===== config.mk =====
export PLATFORM = sky130hd
export DESIGN_NAME = gate_pair_apply
export DESIGN_NICKNAME = d
export VERILOG_FILES = /design/src/rtl/fixmul.sv /design/src/rtl/gate_pair_apply.sv
export SDC_FILE = /design/constraint.sdc
export NUM_CORES = 2
export LEC_CHECK = 0
export BUFFER_PORTS_ARGS = -buffer_cell sky130_fd_sc_hd__buf_2
export CAP_MARGIN = 20
export CORE_MARGIN = 2
export CORE_UTILIZATION = 40
export DETAILED_ROUTE_END_ITERATION = 10
export GPL_TIMING_DRIVEN = 0
export PLACE_DENSITY = 0.68
export SLEW_MARGIN = 20
export SYNTH_ARGS = -nofsm -noshare
export SYNTH_HDL_FRONTEND = slang
export SYNTH_HIERARCHICAL = 1
export SYNTH_SLANG_ARGS = --single-unit

===== constraint.sdc =====
create_clock -name clk -period 11.45 [get_ports clk]
set_input_delay 0 -clock clk [delete_from_list [all_inputs] [get_ports clk]]
set_output_delay 0 -clock clk [all_outputs]
set_load 0.01 [all_outputs]

===== src/rtl/fixmul.sv =====
// Signed fixed-point multiplier: sign bit plus IN_BITS-1 fraction bits on each operand.
// Result rounds half up, (a*b + 2^(IN_BITS-2)) >>> (IN_BITS-1).
// Operands must not be the most negative value; the caller clamps them away.
module fixmul #(
  parameter int unsigned IN_BITS  = 19,
  parameter int unsigned OUT_BITS = 19
) (
  input  logic [IN_BITS-1:0]  a,
  input  logic [IN_BITS-1:0]  b,
  output logic [OUT_BITS-1:0] p
);

  localparam logic signed [2*IN_BITS-1:0] Half =
    {{(IN_BITS+1){1'b0}}, 1'b1, {(IN_BITS-2){1'b0}}};

  logic signed [2*IN_BITS-1:0] a_ext;
  logic signed [2*IN_BITS-1:0] b_ext;
  logic signed [2*IN_BITS-1:0] full;
  logic signed [2*IN_BITS-1:0] rnd;
  logic                        unused_rnd;

  // Full-precision product, then round and drop the fraction LSBs.
  always_comb begin
    a_ext = {{IN_BITS{a[IN_BITS-1]}}, a};
    b_ext = {{IN_BITS{b[IN_BITS-1]}}, b};
    full  = a_ext * b_ext;
    rnd   = full + Half;
    p     = rnd[IN_BITS-1 +: OUT_BITS];
  end

  // Discarded fraction bits and the redundant top sign bit.
  assign unused_rnd = ^{rnd[IN_BITS-2:0], rnd[2*IN_BITS-1 -: (IN_BITS+1-OUT_BITS)]};

endmodule


===== src/rtl/gate_pair_apply.sv =====
// Applies a 2x2 complex gate to one amplitude pair using a single shared fixmul.
// The 16 real products are issued one per cycle and accumulated, then saturated.
module gate_pair_apply #(
  parameter int unsigned W     = 19,
  parameter int unsigned ACC_W = W + 2
) (
  input  logic           clk,
  input  logic           reset_n,
  input  logic           in_valid,
  output logic           in_ready,
  input  logic [8*W-1:0] u_mat,
  input  logic [4*W-1:0] amp_in,
  output logic           out_valid,
  input  logic           out_ready,
  output logic [4*W-1:0] amp_out,
  output logic           sat
);

  typedef enum logic [1:0] {StIdle, StMul, StSat, StDone} state_e;

  localparam logic [W-1:0] MaxPos  = {1'b0, {(W-1){1'b1}}};
  localparam logic [W-1:0] MinSym  = {1'b1, {(W-2){1'b0}}, 1'b1};
  localparam logic [W-1:0] MostNeg = {1'b1, {(W-1){1'b0}}};
  localparam logic signed [ACC_W-1:0] AccMax = {{(ACC_W-W+1){1'b0}}, {(W-1){1'b1}}};
  localparam logic signed [ACC_W-1:0] AccMin = {{(ACC_W-W+1){1'b1}}, {(W-2){1'b0}}, 1'b1};

  state_e                  state_q, state_d;
  logic [3:0]              k_q;
  logic [W-1:0]            u_re_q [4];
  logic [W-1:0]            u_im_q [4];
  logic [W-1:0]            a_re_q [2];
  logic [W-1:0]            a_im_q [2];
  // acc_q index matches output packing: 0=o0_re, 1=o0_im, 2=o1_re, 3=o1_im.
  logic signed [ACC_W-1:0] acc_q  [4];
  logic [4*W-1:0]          amp_out_q;
  logic                    sat_q;
  logic                    out_valid_q;

  logic [W-1:0]            mul_a, mul_b, prod;
  logic signed [ACC_W-1:0] prod_ext;
  logic [1:0]              acc_idx;
  logic                    prod_sub;
  logic [W-1:0]            clamped [4];
  logic [3:0]              clamp_hit;

  // fixmul cannot take the most negative code, so it is pulled in by one LSB.
  function automatic logic [W-1:0] clamp_in(input logic [W-1:0] v);
    return (v == MostNeg) ? MinSym : v;
  endfunction

  assign in_ready  = (state_q == StIdle);
  assign out_valid = out_valid_q;
  assign amp_out   = amp_out_q;
  assign sat       = sat_q;

  // Operand select: k[3]=row, k[2]=col, k[1:0]=term (re*re, -im*im, re*im, im*re).
  always_comb begin
    mul_a    = k_q[0] ? u_im_q[k_q[3:2]] : u_re_q[k_q[3:2]];
    mul_b    = (k_q[0] ^ k_q[1]) ? a_im_q[k_q[2]] : a_re_q[k_q[2]];
    prod_sub = (k_q[1:0] == 2'd1);
    acc_idx  = {k_q[3], k_q[1]};
  end

  fixmul #(
    .IN_BITS (W),
    .OUT_BITS(W)
  ) u_fixmul (
    .a(mul_a),
    .b(mul_b),
    .p(prod)
  );

  assign prod_ext = {{(ACC_W-W){prod[W-1]}}, prod};

  // Symmetric clamp of each accumulator to the W-bit output range.
  always_comb begin
    for (int i = 0; i < 4; i++) begin
      clamped[i]   = acc_q[i][W-1:0];
      clamp_hit[i] = 1'b0;
      if (acc_q[i] > AccMax) begin
        clamped[i]   = MaxPos;
        clamp_hit[i] = 1'b1;
      end else if (acc_q[i] < AccMin) begin
        clamped[i]   = MinSym;
        clamp_hit[i] = 1'b1;
      end
    end
  end

  // State register.
  always_ff @(posedge clk or negedge reset_n) begin
    if (!reset_n) begin
      state_q <= StIdle;
    end else begin
      state_q <= state_d;
    end
  end

  // Next-state: capture, 16 multiply cycles, one saturate cycle, hold until accepted.
  always_comb begin
    state_d = state_q;
    unique case (state_q)
      StIdle:  if (in_valid) state_d = StMul;
      StMul:   if (k_q == 4'd15) state_d = StSat;
      StSat:   state_d = StDone;
      StDone:  if (out_ready) state_d = StIdle;
      default: state_d = StIdle;
    endcase
  end

  // Datapath: operand capture, accumulation and the output register.
  always_ff @(posedge clk or negedge reset_n) begin
    if (!reset_n) begin
      k_q         <= '0;
      amp_out_q   <= '0;
      sat_q       <= 1'b0;
      out_valid_q <= 1'b0;
      for (int i = 0; i < 4; i++) begin
        u_re_q[i] <= '0;
        u_im_q[i] <= '0;
        acc_q[i]  <= '0;
      end
      for (int i = 0; i < 2; i++) begin
        a_re_q[i] <= '0;
        a_im_q[i] <= '0;
      end
    end else begin
      unique case (state_q)
        StIdle: begin
          if (in_valid) begin
            k_q <= '0;
            for (int i = 0; i < 4; i++) begin
              u_re_q[i] <= clamp_in(u_mat[(2*i)*W +: W]);
              u_im_q[i] <= clamp_in(u_mat[(2*i+1)*W +: W]);
              acc_q[i]  <= '0;
            end
            for (int i = 0; i < 2; i++) begin
              a_re_q[i] <= clamp_in(amp_in[(2*i)*W +: W]);
              a_im_q[i] <= clamp_in(amp_in[(2*i+1)*W +: W]);
            end
          end
        end
        StMul: begin
          if (prod_sub) begin
            acc_q[acc_idx] <= acc_q[acc_idx] - prod_ext;
          end else begin
            acc_q[acc_idx] <= acc_q[acc_idx] + prod_ext;
          end
          k_q <= k_q + 4'd1;
        end
        StSat: begin
          amp_out_q   <= {clamped[3], clamped[2], clamped[1], clamped[0]};
          sat_q       <= |clamp_hit;
          out_valid_q <= 1'b1;
        end
        StDone: begin
          if (out_ready) out_valid_q <= 1'b0;
        end
        default: ;
      endcase
    end
  end

endmodule


==> impl_metrics.env <==
export IMPL_hp_class="input pin to asynchronous set/reset pin"
export IMPL_coreArea_mm2=0.0836
export IMPL_dpl_hpwl_um=82900
export IMPL_ys_warn_count=6
export IMPL_hold_viol=0
export IMPL_die_h_um=294
export IMPL_firstDrtPassIters=7
export IMPL_syn_to_final_growth_pct=21.2
export IMPL_synth_compound_area_frac=0.0917
export IMPL_ys_ff_latch=396
export IMPL_synthArstFlopShare=1.00
export IMPL_synthesis_area_mm2=0.0337
export IMPL_arrival_ns=11.54
export IMPL_ys_seq_area_frac=0.294
export IMPL_setup_viol=0
export IMPL_gp_congestion=0.959
export IMPL_die_x_um=294
export IMPL_pin_count=311
export IMPL_cp_data_required_time_ns=11.89
export IMPL_synth_edff_count=0
export IMPL_fp_dieArea_mm2=0.0867
export IMPL_layout_drive_gt1_share=0.210
export IMPL_htreeDepth=2
export IMPL_setup_slack_ns=0.358
export IMPL_syn_inst=3186
export IMPL_clockRootBuffer="clkbuf_16"
export IMPL_portBuffers=310
export IMPL_grt_overflow=0
export IMPL_worstSetupStartpoint="k_q[3]"
export IMPL_antenna_found_initial=24
export IMPL_final_max_slew_viol_count=0
export IMPL_grt_start_max_net_pins=100
export IMPL_post_route_drc_count=0
export IMPL_ant_nets=0
export IMPL_grt_pass1_wl_um=170000
export IMPL_vias_per_cell=5.61
export IMPL_synth_mux_area_frac=0.135
export IMPL_min_period_over_period=0.969
export IMPL_multi_input_area_mm2=0.0214
export IMPL_fmax_mhz=90.2
export IMPL_fin_worst_skew_ns=0.0710
export IMPL_track_usage=0.256
export IMPL_first_iter_violations=2224
export IMPL_first_global_vias=29533
export IMPL_fillers=7426
export IMPL_cts_buffers=43
export IMPL_crit_buf_inv=9
export IMPL_row_count=106
export IMPL_reg2reg_slack_ns=0.36
export IMPL_period_minus_slack_ns=11.09
export IMPL_dp_slack_ns=-1.34
export IMPL_maxCapViolCount=0
export IMPL_worst_pin_slew_ns=1.17
export IMPL_syn_nets=3934
export IMPL_regArea_mm2=0.00991
export IMPL_initial_core_util=0.404
export IMPL_clk_pin_slew_ns=0.07
export IMPL_reg2reg_depth=34
export IMPL_avgSynthCellArea_um2=10.6
export IMPL_cts_buffer_depth=3
export IMPL_status="finished clean"
export IMPL_yosys_area_share_simple=0.119
export IMPL_slowest_stage="fa_1"
export IMPL_synth_top_family_by_area="adder cells"
export IMPL_nets=4523
export IMPL_cts_sinks=396
export IMPL_yosys_area_share_adder=0.273
export IMPL_startpoint_type="flop"
export IMPL_crit_fanout=11
export IMPL_cp_common_cell="fa_1"
export IMPL_cp_end_kind="flop"
export IMPL_synth_flop_cell="dfrtp_1"
export IMPL_yosysUniqueCellTypes=88
export IMPL_relSlewSlack=0.210
export IMPL_tritoncts="done"
export IMPL_cp_top_family="adder cells"
export IMPL_wl_per_cell_um=22.2
export IMPL_yosys_area_share_xor_xnor=0.0126
export IMPL_critical_path_max_stage_delay_ns=0.57
export IMPL_worstReg2RegEnd="acc_q[80]"
export IMPL_clk_latency_ns=0.62
export IMPL_routed_wl_um=109000
export IMPL_vias=27540
export IMPL_worstSetupPathType="flop to flop"
export IMPL_reg2reg_from="k_q[3]"
per-stage QoR:
step / utilization / instances / setup TNS [ns] / hold WS, ns / instance area, um^2
floorplan: - / 3186 / 0 / -0.296 / 33700
global placement: 0.438 / 4576 / -54.01 / 0.246 / 36600
detailed placement: 0.440 / 4580 / -54.38 / -0.0430 / 36800
CTS: 0.487 / 4892 / 0 / 0.00272 / 40700
global route: 0.489 / 4909 / -0.00689 / 0.0203 / 40900
finish: 0.489 / 4912 / 0 / 0.00310 / 40900
layout by cell type (no fill, tap or decap), types with 23 or more instances in the layout:
master and n:
nor4_1 56, xnor2_1 31, diode_2 23, clkbuf_16 43
fa_1 363, mux2_2 239, a22o_1 36, o211ai_1 60
nor2_1 97, nand3_1 38, nor3_1 24, clkbuf_1 108
nand2_1 264, a21o_1 33, mux4_2 78, a21oi_1 55
o21ai_0 139, and2_1 189, buf_2 317, dlygate4sd3_1 235
inv_1 489, dfrtp_1 394, ha_1 151
state kept, by name, summed over array words and instances (netlist names), 2 cells and up:
name	flops
state_q	2
amp_out	76
u_re_q	76
a_im_q	38
k_q	4
a_re_q	38
u_im_q	76
acc_q	84
cells in the mapped netlist (8+ instances only):
cell type	instances	area, um^2
inv_1	490	1840
dfrtp_1	396	9910
fa_1	365	7310
nand2_1	264	991
mux2_2	239	2690
and2_1	189	1180
ha_1	151	1890
clkbuf_1	145	544
o21ai_0	141	706
nor2_1	97	364
mux4_2	78	1760
o211ai_1	60	450
a21oi_1	58	290
nor4_1	57	357
nand3_1	38	190
xnor2_1	37	324
a22o_1	36	315
a21o_1	33	248
nor3_1	25	125
o22ai_1	20	125
or4_1	18	135
nor2b_1	17	106
nand2b_1	16	100
nor4b_1	14	123
o31ai_1	13	97.6
mux2i_1	12	120
buf_1	11	41.3
buf_2	9	45.0
or3_1	9	56.3
and3_1	8	50.1
and4_1	8	70.1
nand4_1	8	50.1
metal layers:
metal | vias to the layer above | global-route usage | share of wire
met5 | - | 0 | 0.000083
met4 | 2 | 0.128 | 0.055
met3 | 408 | 0.0544 | 0.087
met2 | 1373 | 0.424 | 0.48
met1 | 13859 | 0.318 | 0.38
li1 | 11898 | - | -
worst max path at each step:
stage / to / cells past startpoint
6_report: acc_q[80] / 34
3_5_place_dp: acc_q[17] / 33
3_3_place_gp: acc_q[76] / 33
2_1_floorplan: acc_q[20] / 33
4_1_cts: acc_q[77] / 32
5_1_grt: acc_q[20] / 36
area by class of cell:
| cell class | instances | share of cell area |
|---|---|---|
| Sequential cell | 396 | 0.243 |
| Inverter | 492 | 0.0453 |
| Timing Repair Buffer | 562 | 0.101 |
| Antenna cell | 23 | 0.00141 |
| Clock buffer | 55 | 0.0291 |
| Clock inverter | 24 | 0.00704 |
| Multi-Input combinational cell | 2130 | 0.524 |
| Buffer | 150 | 0.0160 |
| Tap cell | 1080 | 0.0331 |
worst register-to-register path, delay by kind of cell, from the launching register on:
family	cells	cell delay, ns
AO/OA/AOI/OAI	10	2.79
XOR/XNOR	1	0.25
adder cells (fa/ha/maj)	9	4.27
buffers and inverters	9	1.70
flip-flops	1	0.46
multiplexers	2	0.71
AND/OR/NAND/NOR	3	0.80
repair_timing:
item | 4_1_cts | 5_1_grt
pin swaps | 2 | 0
gates resized for setup | 31 | 51
buffers inserted | 2 | 10
setup endpoints to repair | 72 | 56
hold buffers | 236 | 0
endpoints found under the hold margin | 362 | 0
cell families after synthesis:
kind of cell	count (synthesis)
compound gates	456
xor+xnor	46
fa+ha+maj	516
buf+inv	660
flops	396
mux	329
simple gates	783
Power is not shown: default switching activity piles up to over one toggle a cycle in this logic, so the estimate is an artifact.
